===== config.mk =====
export PLATFORM = sky130hd
export DESIGN_NAME = clk_en_gen
export DESIGN_NICKNAME = d
export VERILOG_FILES = /design/src/rtl/clk_en_pkg.sv /design/src/rtl/clk_en_chan.sv /design/src/rtl/clk_en_gen.sv
export SDC_FILE = /design/constraint.sdc
export NUM_CORES = 1
export LEC_CHECK = 0
export BUFFER_PORTS_ARGS = -buffer_cell sky130_fd_sc_hd__buf_2
export CAP_MARGIN = 20
export CELL_PAD_IN_SITES_DETAIL_PLACEMENT = 1
export CELL_PAD_IN_SITES_GLOBAL_PLACEMENT = 1
export CORE_UTILIZATION = 23
export CTS_CLUSTER_DIAMETER = 80
export DETAILED_ROUTE_END_ITERATION = 6
export PLACE_DENSITY_LB_ADDON = 0.3
export REMOVE_ABC_BUFFERS = 1
export SKIP_LAST_GASP = 1
export SLEW_MARGIN = 20
export SYNTH_ARGS = -nofsm -noshare
export SYNTH_HDL_FRONTEND = slang
export SYNTH_SLANG_ARGS = --single-unit

===== constraint.sdc =====
create_clock -name clk -period 10.95 [get_ports clk]
set_input_delay 3.285 -clock clk [delete_from_list [all_inputs] [get_ports clk]]
set_output_delay 3.285 -clock clk [all_outputs]
set_load 0.01 [all_outputs]

===== src/rtl/clk_en_pkg.sv =====
// Shared types and helpers for the clock-enable generator: default widths,
// the minimum legal divisor, the per-channel state enum and the divisor clamp.
// Latency: n/a (types only). Backpressure: n/a.
package clk_en_pkg;

  localparam int CW_DEF  = 20;
  localparam int DIV_MIN = 2;

  typedef enum logic {
    ST_IDLE = 1'b0,
    ST_RUN  = 1'b1
  } chan_state_e;

  // Divisors below DIV_MIN cannot produce both a low and a high phase,
  // so they are raised to DIV_MIN. Operates on 32 bits so any CW <= 32 fits.
  function automatic logic [31:0] clamp_div(input logic [31:0] d);
    return (d < 32'(DIV_MIN)) ? 32'(DIV_MIN) : d;
  endfunction

  // Width of a channel index; never narrower than one bit.
  function automatic int ch_idx_w(input int n);
    return (n > 1) ? $clog2(n) : 1;
  endfunction

endpackage


===== src/rtl/clk_en_chan.sv =====
// One clock-enable channel: period counter, shadow config, IDLE/RUN control.
// Latency: start/sync/wrap effects visible one clk later; all outputs are flops.
// Backpressure: none; config writes are always accepted (last write wins).
//
// Ports:
//   clk_i, rst_i           clock, asynchronous active-high reset
//   step_i                 cascade strobe (previous channel's tick), used when src=1
//   en_i, sync_i           run request level, phase-align restart pulse
//   wr_i, wr_div_i, wr_src_i  config write for this channel
//   clk_out_o, tick_o, running_o, pending_o  registered channel outputs
module clk_en_chan
  import clk_en_pkg::*;
#(
  parameter int CW      = CW_DEF,
  parameter int DEF_DIV = 2
) (
  input  logic          clk_i,
  input  logic          rst_i,
  input  logic          step_i,
  input  logic          en_i,
  input  logic          sync_i,
  input  logic          wr_i,
  input  logic [CW-1:0] wr_div_i,
  input  logic          wr_src_i,
  output logic          clk_out_o,
  output logic          tick_o,
  output logic          running_o,
  output logic          pending_o
);

  typedef struct packed {
    logic [CW-1:0] div;
    logic          src;
  } cfg_t;

  localparam cfg_t DEF_CFG = '{div: CW'(clamp_div(32'(DEF_DIV))), src: 1'b0};

  chan_state_e   state_q, state_d;
  cfg_t          act_q, act_d;
  cfg_t          shd_q, shd_d;
  logic [CW-1:0] cnt_q, cnt_d;
  logic          pend_q, pend_d;
  logic          tick_q, tick_d;
  logic          clk_out_q, clk_out_d;

  cfg_t wr_cfg;
  cfg_t apply_cfg;
  logic step;
  logic wrap;

  assign wr_cfg = '{div: CW'(clamp_div(32'(wr_div_i))), src: wr_src_i};
  // A write landing on the apply cycle takes effect at that apply.
  assign apply_cfg = wr_i ? wr_cfg : shd_q;

  assign step = act_q.src ? step_i : 1'b1;
  assign wrap = step && (cnt_q == act_q.div - 1'b1);

  always_comb begin
    state_d = state_q;
    act_d   = act_q;
    shd_d   = shd_q;
    cnt_d   = cnt_q;
    pend_d  = pend_q;
    tick_d  = 1'b0;

    if (wr_i) begin
      shd_d  = wr_cfg;
      pend_d = 1'b1;
    end

    if (sync_i && (state_q == ST_RUN || en_i)) begin
      state_d = ST_RUN;
      cnt_d   = '0;
      tick_d  = 1'b1;
      act_d   = apply_cfg;
      shd_d   = apply_cfg;
      pend_d  = 1'b0;
    end else if (state_q == ST_IDLE) begin
      // Idle channels adopt new config at once so nothing stays pending.
      cnt_d  = '0;
      act_d  = apply_cfg;
      shd_d  = apply_cfg;
      pend_d = 1'b0;
      if (en_i) begin
        state_d = ST_RUN;
        tick_d  = 1'b1;
      end
    end else if (wrap) begin
      cnt_d  = '0;
      act_d  = apply_cfg;
      shd_d  = apply_cfg;
      pend_d = 1'b0;
      // A stop only takes effect here, so the high phase is never cut short;
      // re-raising en_i before this point simply cancels it.
      if (en_i) begin
        tick_d = 1'b1;
      end else begin
        state_d = ST_IDLE;
      end
    end else if (step) begin
      cnt_d = cnt_q + 1'b1;
    end

    // Low phase first: high once the count reaches div - floor(div/2).
    clk_out_d = (state_d == ST_RUN) && (cnt_d >= (act_d.div - (act_d.div >> 1)));
  end

  always_ff @(posedge clk_i or posedge rst_i) begin
    if (rst_i) begin
      state_q   <= ST_IDLE;
      act_q     <= DEF_CFG;
      shd_q     <= DEF_CFG;
      cnt_q     <= '0;
      pend_q    <= 1'b0;
      tick_q    <= 1'b0;
      clk_out_q <= 1'b0;
    end else begin
      state_q   <= state_d;
      act_q     <= act_d;
      shd_q     <= shd_d;
      cnt_q     <= cnt_d;
      pend_q    <= pend_d;
      tick_q    <= tick_d;
      clk_out_q <= clk_out_d;
    end
  end

  assign clk_out_o = clk_out_q;
  assign tick_o    = tick_q;
  assign running_o = (state_q == ST_RUN);
  assign pending_o = pend_q;

endmodule


===== src/rtl/clk_en_gen.sv =====
// Multi-channel programmable clock-enable generator with cascading and sync.
// Latency: one clk from ch_en/sync/cfg to outputs; +1 clk per cascaded stage.
// Backpressure: none; cfg writes to channels >= NCH are dropped.
//
// Ports:
//   clk, rst                       system clock, asynchronous active-high reset
//   cfg_wr, cfg_ch, cfg_div, cfg_src  one-cycle config write to one channel
//   ch_en [NCH]                    per-channel run request
//   sync                           restart all running/enabled channels in phase
//   clk_out, tick, running, pending [NCH]  per-channel registered outputs
module clk_en_gen
  import clk_en_pkg::*;
#(
  parameter int NCH     = 4,
  parameter int CW      = CW_DEF,
  parameter int DEF_DIV = 2
) (
  input  logic                        clk,
  input  logic                        rst,
  input  logic                        cfg_wr,
  input  logic [ch_idx_w(NCH)-1:0]    cfg_ch,
  input  logic [CW-1:0]               cfg_div,
  input  logic                        cfg_src,
  input  logic [NCH-1:0]              ch_en,
  input  logic                        sync,
  output logic [NCH-1:0]              clk_out,
  output logic [NCH-1:0]              tick,
  output logic [NCH-1:0]              running,
  output logic [NCH-1:0]              pending
);

  localparam int CHW = ch_idx_w(NCH);

  logic [NCH-1:0] chan_wr;
  logic [NCH-1:0] chan_src;
  logic [NCH-1:0] casc_step;

  for (genvar i = 0; i < NCH; i++) begin : g_ch
    assign chan_wr[i] = cfg_wr && (cfg_ch == CHW'(i));

    // Channel 0 has no upstream channel, so it always counts clk cycles.
    if (i == 0) begin : g_first
      assign chan_src[i]  = 1'b0;
      assign casc_step[i] = 1'b0;
    end else begin : g_casc
      assign chan_src[i]  = cfg_src;
      assign casc_step[i] = tick[i-1];
    end

    clk_en_chan #(
      .CW      (CW),
      .DEF_DIV (DEF_DIV)
    ) u_chan (
      .clk_i     (clk),
      .rst_i     (rst),
      .step_i    (casc_step[i]),
      .en_i      (ch_en[i]),
      .sync_i    (sync),
      .wr_i      (chan_wr[i]),
      .wr_div_i  (cfg_div),
      .wr_src_i  (chan_src[i]),
      .clk_out_o (clk_out[i]),
      .tick_o    (tick[i]),
      .running_o (running[i]),
      .pending_o (pending[i])
    );
  end

endmodule


# Yosys cells after proc, flatten, opt, wreduce, memory -nomap -nowiden
# Cells that the tools add are included.
# word_totals
register_bits,264
input_bits,31
wordCells,170
# classes
addsub,12
magnitude_cmp,5
n_eq_ne,15
muxes,81
n_reduce_logical,21
# op_table
cell,n
20-bit 2-to-1 mux,17
21-bit 2-to-1 mux,16
"20-bit by 1-bit adder with 20-bit output, second input constant",4
20-bit == test,4
20-bit >= comparator,4
"20-bit by 1-bit subtractor with 20-bit output, second input constant",4
20-bit by 19-bit subtractor with 20-bit output,4
1-bit 2-to-1 mux,48
"20-bit by 2-bit less-than comparator with 1-bit output, second input constant",1
1-bit logical AND,16
"4-bit by 3-bit != test with 1-bit output, second input constant",4
"3-bit != test, second input constant",4
"2-bit == test, second input constant",2
1-bit logical OR,4
"2-bit by 1-bit == test with 1-bit output, second input constant",1
2-bit zero test,1

# Longest topological paths before layout
# depth
word_depth,9
mapped_depth,35
ltp_nobuf,33

# Modules after synthesis
# A second synthesis with hierarchy kept.
# unflattened
hier_cells,2000
area_unflattened_um2,19294.8
# modules_own_cells
module,instances,cells_per_inst,area_each_um2
clk_en_chan at g_ch[1].u_chan ...,2,497,4787.1
clk_en_chan at g_ch[3].u_chan,1,504,4865.9
clk_en_chan at g_ch[0].u_chan,1,497,4813.4
clk_en_gen,1,5,41.3

# Worst setup path before layout
# No wires, ideal clock.
# synth_path
kind,input to register
startpoint,input cfg_div[8]
endpoint,register g_ch[2].u_chan.clk_out_q
setup_time_ns,0.135
arrival_time_ns,7.950
t_required_ns,10.815
path_slack_ns,2.865
stages,29
n_path_buf,0
cell_sequence,nor4_1 -> nand4_1 -> nor4_1 -> nor2_1 -> o21ai_0 -> nand2_1 -> o21ai_0 -> ha_1 -> inv_1 -> fa_1 -> a21oi_1 -> o21bai_1 -> a21oi_1 -> o21ai_0 -> a2111oi_0 -> nor2_1 -> a21o_1 -> a21oi_1 -> xor2_1 -> ha_1 -> a21o_1 -> a21oi_1 -> nor2b_1 -> o21ai_0 -> nand2b_1 -> a21oi_1 -> nor2b_1 -> o41ai_1 -> a21boi_0
# synth_lines
item,line,rtl
from (decl),clk_en_gen.sv:22,"input logic [CW-1:0] cfg_div,"
to (signal assigned),clk_en_chan.sv:124,clk_out_q <= clk_out_d;
to (decl),clk_en_chan.sv:44,"logic clk_out_q, clk_out_d;"

==> impl_results.md <==
* Run status: finished clean
* Initial core utilization at a little under a quarter
* Largest family of logic cells by synthesized area: simple AND/OR/NAND/NOR gates
* Num rows at 104
* Setup Crit Path Kind: input pin to flip-flop
* Max-cap check violation count at 0
* Period utilization at slightly above 80%
* CP Capture Type: flip-flop
* GRT Util Overall at between 10% and 20%
* Switching Fraction at roughly 37%
* Setup Buffers After CTS at 0
* Flop pwr share at between 20 and 30%
* Fmax at 112 MHz
* Synth Instances at ~2,000
* Ratio of cells with drive above 1 in the final layout at about an eighth
* Slowest CP cell: a2111oi_0
* Final net count at 2,263
* I/O Pins at 47
* Post-Synth XOR/XNOR Area at between 10% and 20%
* First-pass GRT wire length at ~94,000 microns
* FF/Latch Area at between 6000 and 7000 sq um
* Least-Margin Pin Slew at around 1.1 ns
* Worst EP arrival at 9.36 ns
* # DRC at 0
* RD Place Congestion at about 0.87
* Post-Synth Simple-Gate Area at approximately a fifth
* Critical Path Max Stage Delay at about 0.65 ns
* Vias per inst at roughly 4.7
* H-Tree Depth at 2
* CTS Buffer Depth at 3
* Unrepaired setup endpoints after global routing: false
* Cts-stage hold buffer count at 0
* WHS at 0.495 ns
* Most frequent cell on the critical path: a21oi_1
* Avg Synthesized Cell Area at approximately 9.3 sq um
* Max Slew Vio Count at 0
* Reg-to-reg startpoint: g_ch[2].u_chan.act_q[4]$_DFF_PP0_
* Mux contribution to synthesized area at under 10%
* Top_reg_cell synth: dfrtp_1
* Hold WC Path Type: flip-flop to flip-flop
* Worst Reg-to-Reg Cells at 32
* Iter 0 DRT Violations at about 640
* Cell Int Power at ~0.0026 W
* Sw power at 0.00156 W
* Clk pwr share at a little under a third
* Worst R2R End: g_ch[2].u_chan.clk_out_o$_DFF_PP0_
* EDFF count, synth at 0
* Number of global-route vias before repair at roughly 16,000
* Crit path launch type: input pin
* Setup slack, reg-to-reg at 2.72 ns
* Antenna violations before repair at 12
* Post-route cell area at around 22,000 sq um
* Post-DR wirelength/cell at between 15 and 20 microns
* Complex-gate fraction of the synthesized area at between 10% and 20%
* Layout Area Growth over Synthesis at 13.8%
* CTS Sinks at about 260
* Root Buffer: clkbuf_16
* Hold Path Depth at 1
* CTS tree: yes
* Remaining Overflow, GRT at 0
* CP Max Fanout at 5
* Via count at roughly 15,000
* CTS clk-pin slew, worst paths at ~0.060 ns
* Drt total wl at roughly 59,000 microns
* Total negative slack at 0 ns
* Yosys reg bits at roughly 260
* Minimum clock period at 8.93 ns
* Core area at 81,100 sq um
* Die width at between 200 and 300 microns
* Cell Area, Placed at a little over 20,000 sq um
* Fillers at 9,344
* Drt pass-1 iters at 5
* Required @ worst endpoint at approximately 11 ns
* Detailed placement HPWL at ~46,000 microns
* Port Buffer Count at 46
* WP buf/inv at 2
* Sequential area share after synthesis at between 30% and 40%
* Hold path start: g_ch[3].u_chan.shd_q[6]$_DFF_PP0_
* Critical path's top delay family: compound AO/OA/AOI/OAI gates
* Largest net degree at the start of global routing at between 150 and 200
* Pwr dens at ~190 nW/um^2
* Max_slew headroom at between 20 and 30%
* Area of the multi-input gates at 11,600 sq um
* WHS Endpoint: g_ch[3].u_chan.shd_q[6]$_DFF_PP0_
* Post-Synth Adder-Cell Area at 11.3%
* Final Hold Viols at 0
* Yosys warnings at 0
* Die ar. at 83,500 sq um
* P_leak at 9.57 nW
* CTS Buf Count at 40
* Async SR Flop Fraction at 100%
* Count of different cell masters after synthesis at 80
* Post-Syn Area at about 19,000 sq um
* Skew final at between 0.015 and 0.02 ns
* Remaining antenna violation count at 0
* PostCTS Resize Cnt at 0
* Die height at ~290 microns
* Finish-stage setup viols at 0
* Clk_lat worst skew at 0.56 ns
* VDD IR max at ~0.000088 V
* Logic pwr share at 39.3%
-- per-stage QoR --
stage | instances | util (%) | worst slack, ns | total power (W)
after floorplan | 1964 | - | 0.410 | 0.00244
after global placement | 3082 | 24.9 | 1.40 | 0.00285
after detailed placement | 3082 | 24.9 | 1.41 | 0.00291
after CTS | 3152 | 26.6 | 1.93 | 0.00425
after global routing | 3152 | 26.6 | 1.24 | 0.00450
final | 3158 | 26.6 | 2.02 | 0.00418
-- cells in the final DEF, fill, tap and decap left out, drive strengths merged, types with 39 or more instances in the layout --
cell type / Yosys / final
a21oi: 89 / 89
nand3: 49 / 49
mux2: 84 / 84
a21o: 52 / 52
ha: 164 / 164
buf: 35 / 58
clkbuf: 41 / 57
xor2: 126 / 126
o21ai: 75 / 75
nor3: 62 / 62
mux2i: 43 / 43
dfrtp: 256 / 256
nand2b: 39 / 39
xnor2: 106 / 106
nor2: 246 / 246
inv: 93 / 93
nand2: 98 / 98
-- metal layers --
layer	global-route usage, %	wire length [microns]
met5	0	41
met4	4.92	1780
met3	2.06	1980
met2	24.2	27800
met1	19.0	27800
-- synthesized netlist by cell type, types with 10 or more instances --
cell | number | area share [%]
a21oi_1 | 89 | 2.4
or3_1 | 16 | 0.53
o21ai_0 | 75 | 2.0
nand3b_1 | 10 | 0.40
a21o_1 | 52 | 2.1
xor2_1 | 126 | 5.8
nand4_1 | 31 | 1.0
xnor2_1 | 106 | 4.9
mux2i_1 | 43 | 2.3
or2_1 | 21 | 0.69
clkbuf_1 | 41 | 0.81
mux2_2 | 84 | 5.0
inv_1 | 93 | 1.8
nor3_1 | 61 | 1.6
nor2b_1 | 37 | 1.2
buf_4 | 17 | 0.67
or4_1 | 12 | 0.48
a31oi_1 | 13 | 0.43
o31ai_1 | 10 | 0.40
nor4_1 | 28 | 0.92
nand2_1 | 98 | 1.9
or2_2 | 17 | 0.56
nand3_1 | 49 | 1.3
nand2b_1 | 39 | 1.3
and3_1 | 23 | 0.76
dfrtp_1 | 256 | 34
o21a_1 | 16 | 0.63
ha_1 | 164 | 11
nor2_1 | 246 | 4.9
buf_2 | 11 | 0.29
-- area by class of cell --
| class | count | share of cell area, % |
|---|---|---|
| Clock inverter | 13 | 0.789 |
| Timing Repair Buffer | 58 | 1.54 |
| Sequential cell | 264 | 30.7 |
| Antenna cell | 6 | 0.0697 |
| Tap cell | 1060 | 6.15 |
| Clock buffer | 57 | 5.32 |
| Inverter | 93 | 1.65 |
| Multi-Input combinational cell | 1607 | 53.8 |
-- state kept, by name (all words and copies together), names as in the netlist --
name and flops:
g_ch.u_chan.shd_q 84, g_ch.u_chan.running_o 4, g_ch.u_chan.tick_o 4, g_ch.u_chan.act_q 84, g_ch.u_chan.pending_o 4, g_ch.u_chan.cnt_q 80, g_ch.u_chan.clk_out_o 4
-- worst max path at each step --
stage	depth (start not counted)	start	slack [ns]	to
floorplan	1	rst	0.41	g_ch[0].u_chan.act_q[0]$_DFFE_PP0P_
detailed placement	30	cfg_div[19]	1.41	g_ch[2].u_chan.clk_out_o$_DFF_PP0_
finish	30	cfg_div[19]	2.02	g_ch[2].u_chan.clk_out_o$_DFF_PP0_
CTS	26	cfg_div[19]	1.93	g_ch[2].u_chan.clk_out_o$_DFF_PP0_
global placement	30	cfg_div[19]	1.40	g_ch[2].u_chan.clk_out_o$_DFF_PP0_
global route	30	cfg_div[19]	1.24	g_ch[2].u_chan.clk_out_o$_DFF_PP0_
-- power groups by stage --
stage               combinational, W  clock, W  sequential (W)
floorplan                    0.00123         0         0.00121
global placement             0.00161         0         0.00125
detailed placement           0.00165         0         0.00125
CTS                          0.00167   0.00135         0.00123
global route                 0.00186   0.00138         0.00125
finish                       0.00164   0.00130         0.00123
-- cells by family (layout without fill, tap and decap cells) --
family | Yosys count | count (layout)
AND/OR/NAND/NOR | 732 | 732
XOR/XNOR | 232 | 232
other | 0 | 6
AO/OA/AOI/OAI | 348 | 348
adder cells (fa/ha/maj) | 168 | 168
multiplexers | 127 | 127
flip-flops | 264 | 264
buffers and inverters | 169 | 221
Power figures use the tool's default switching activity.
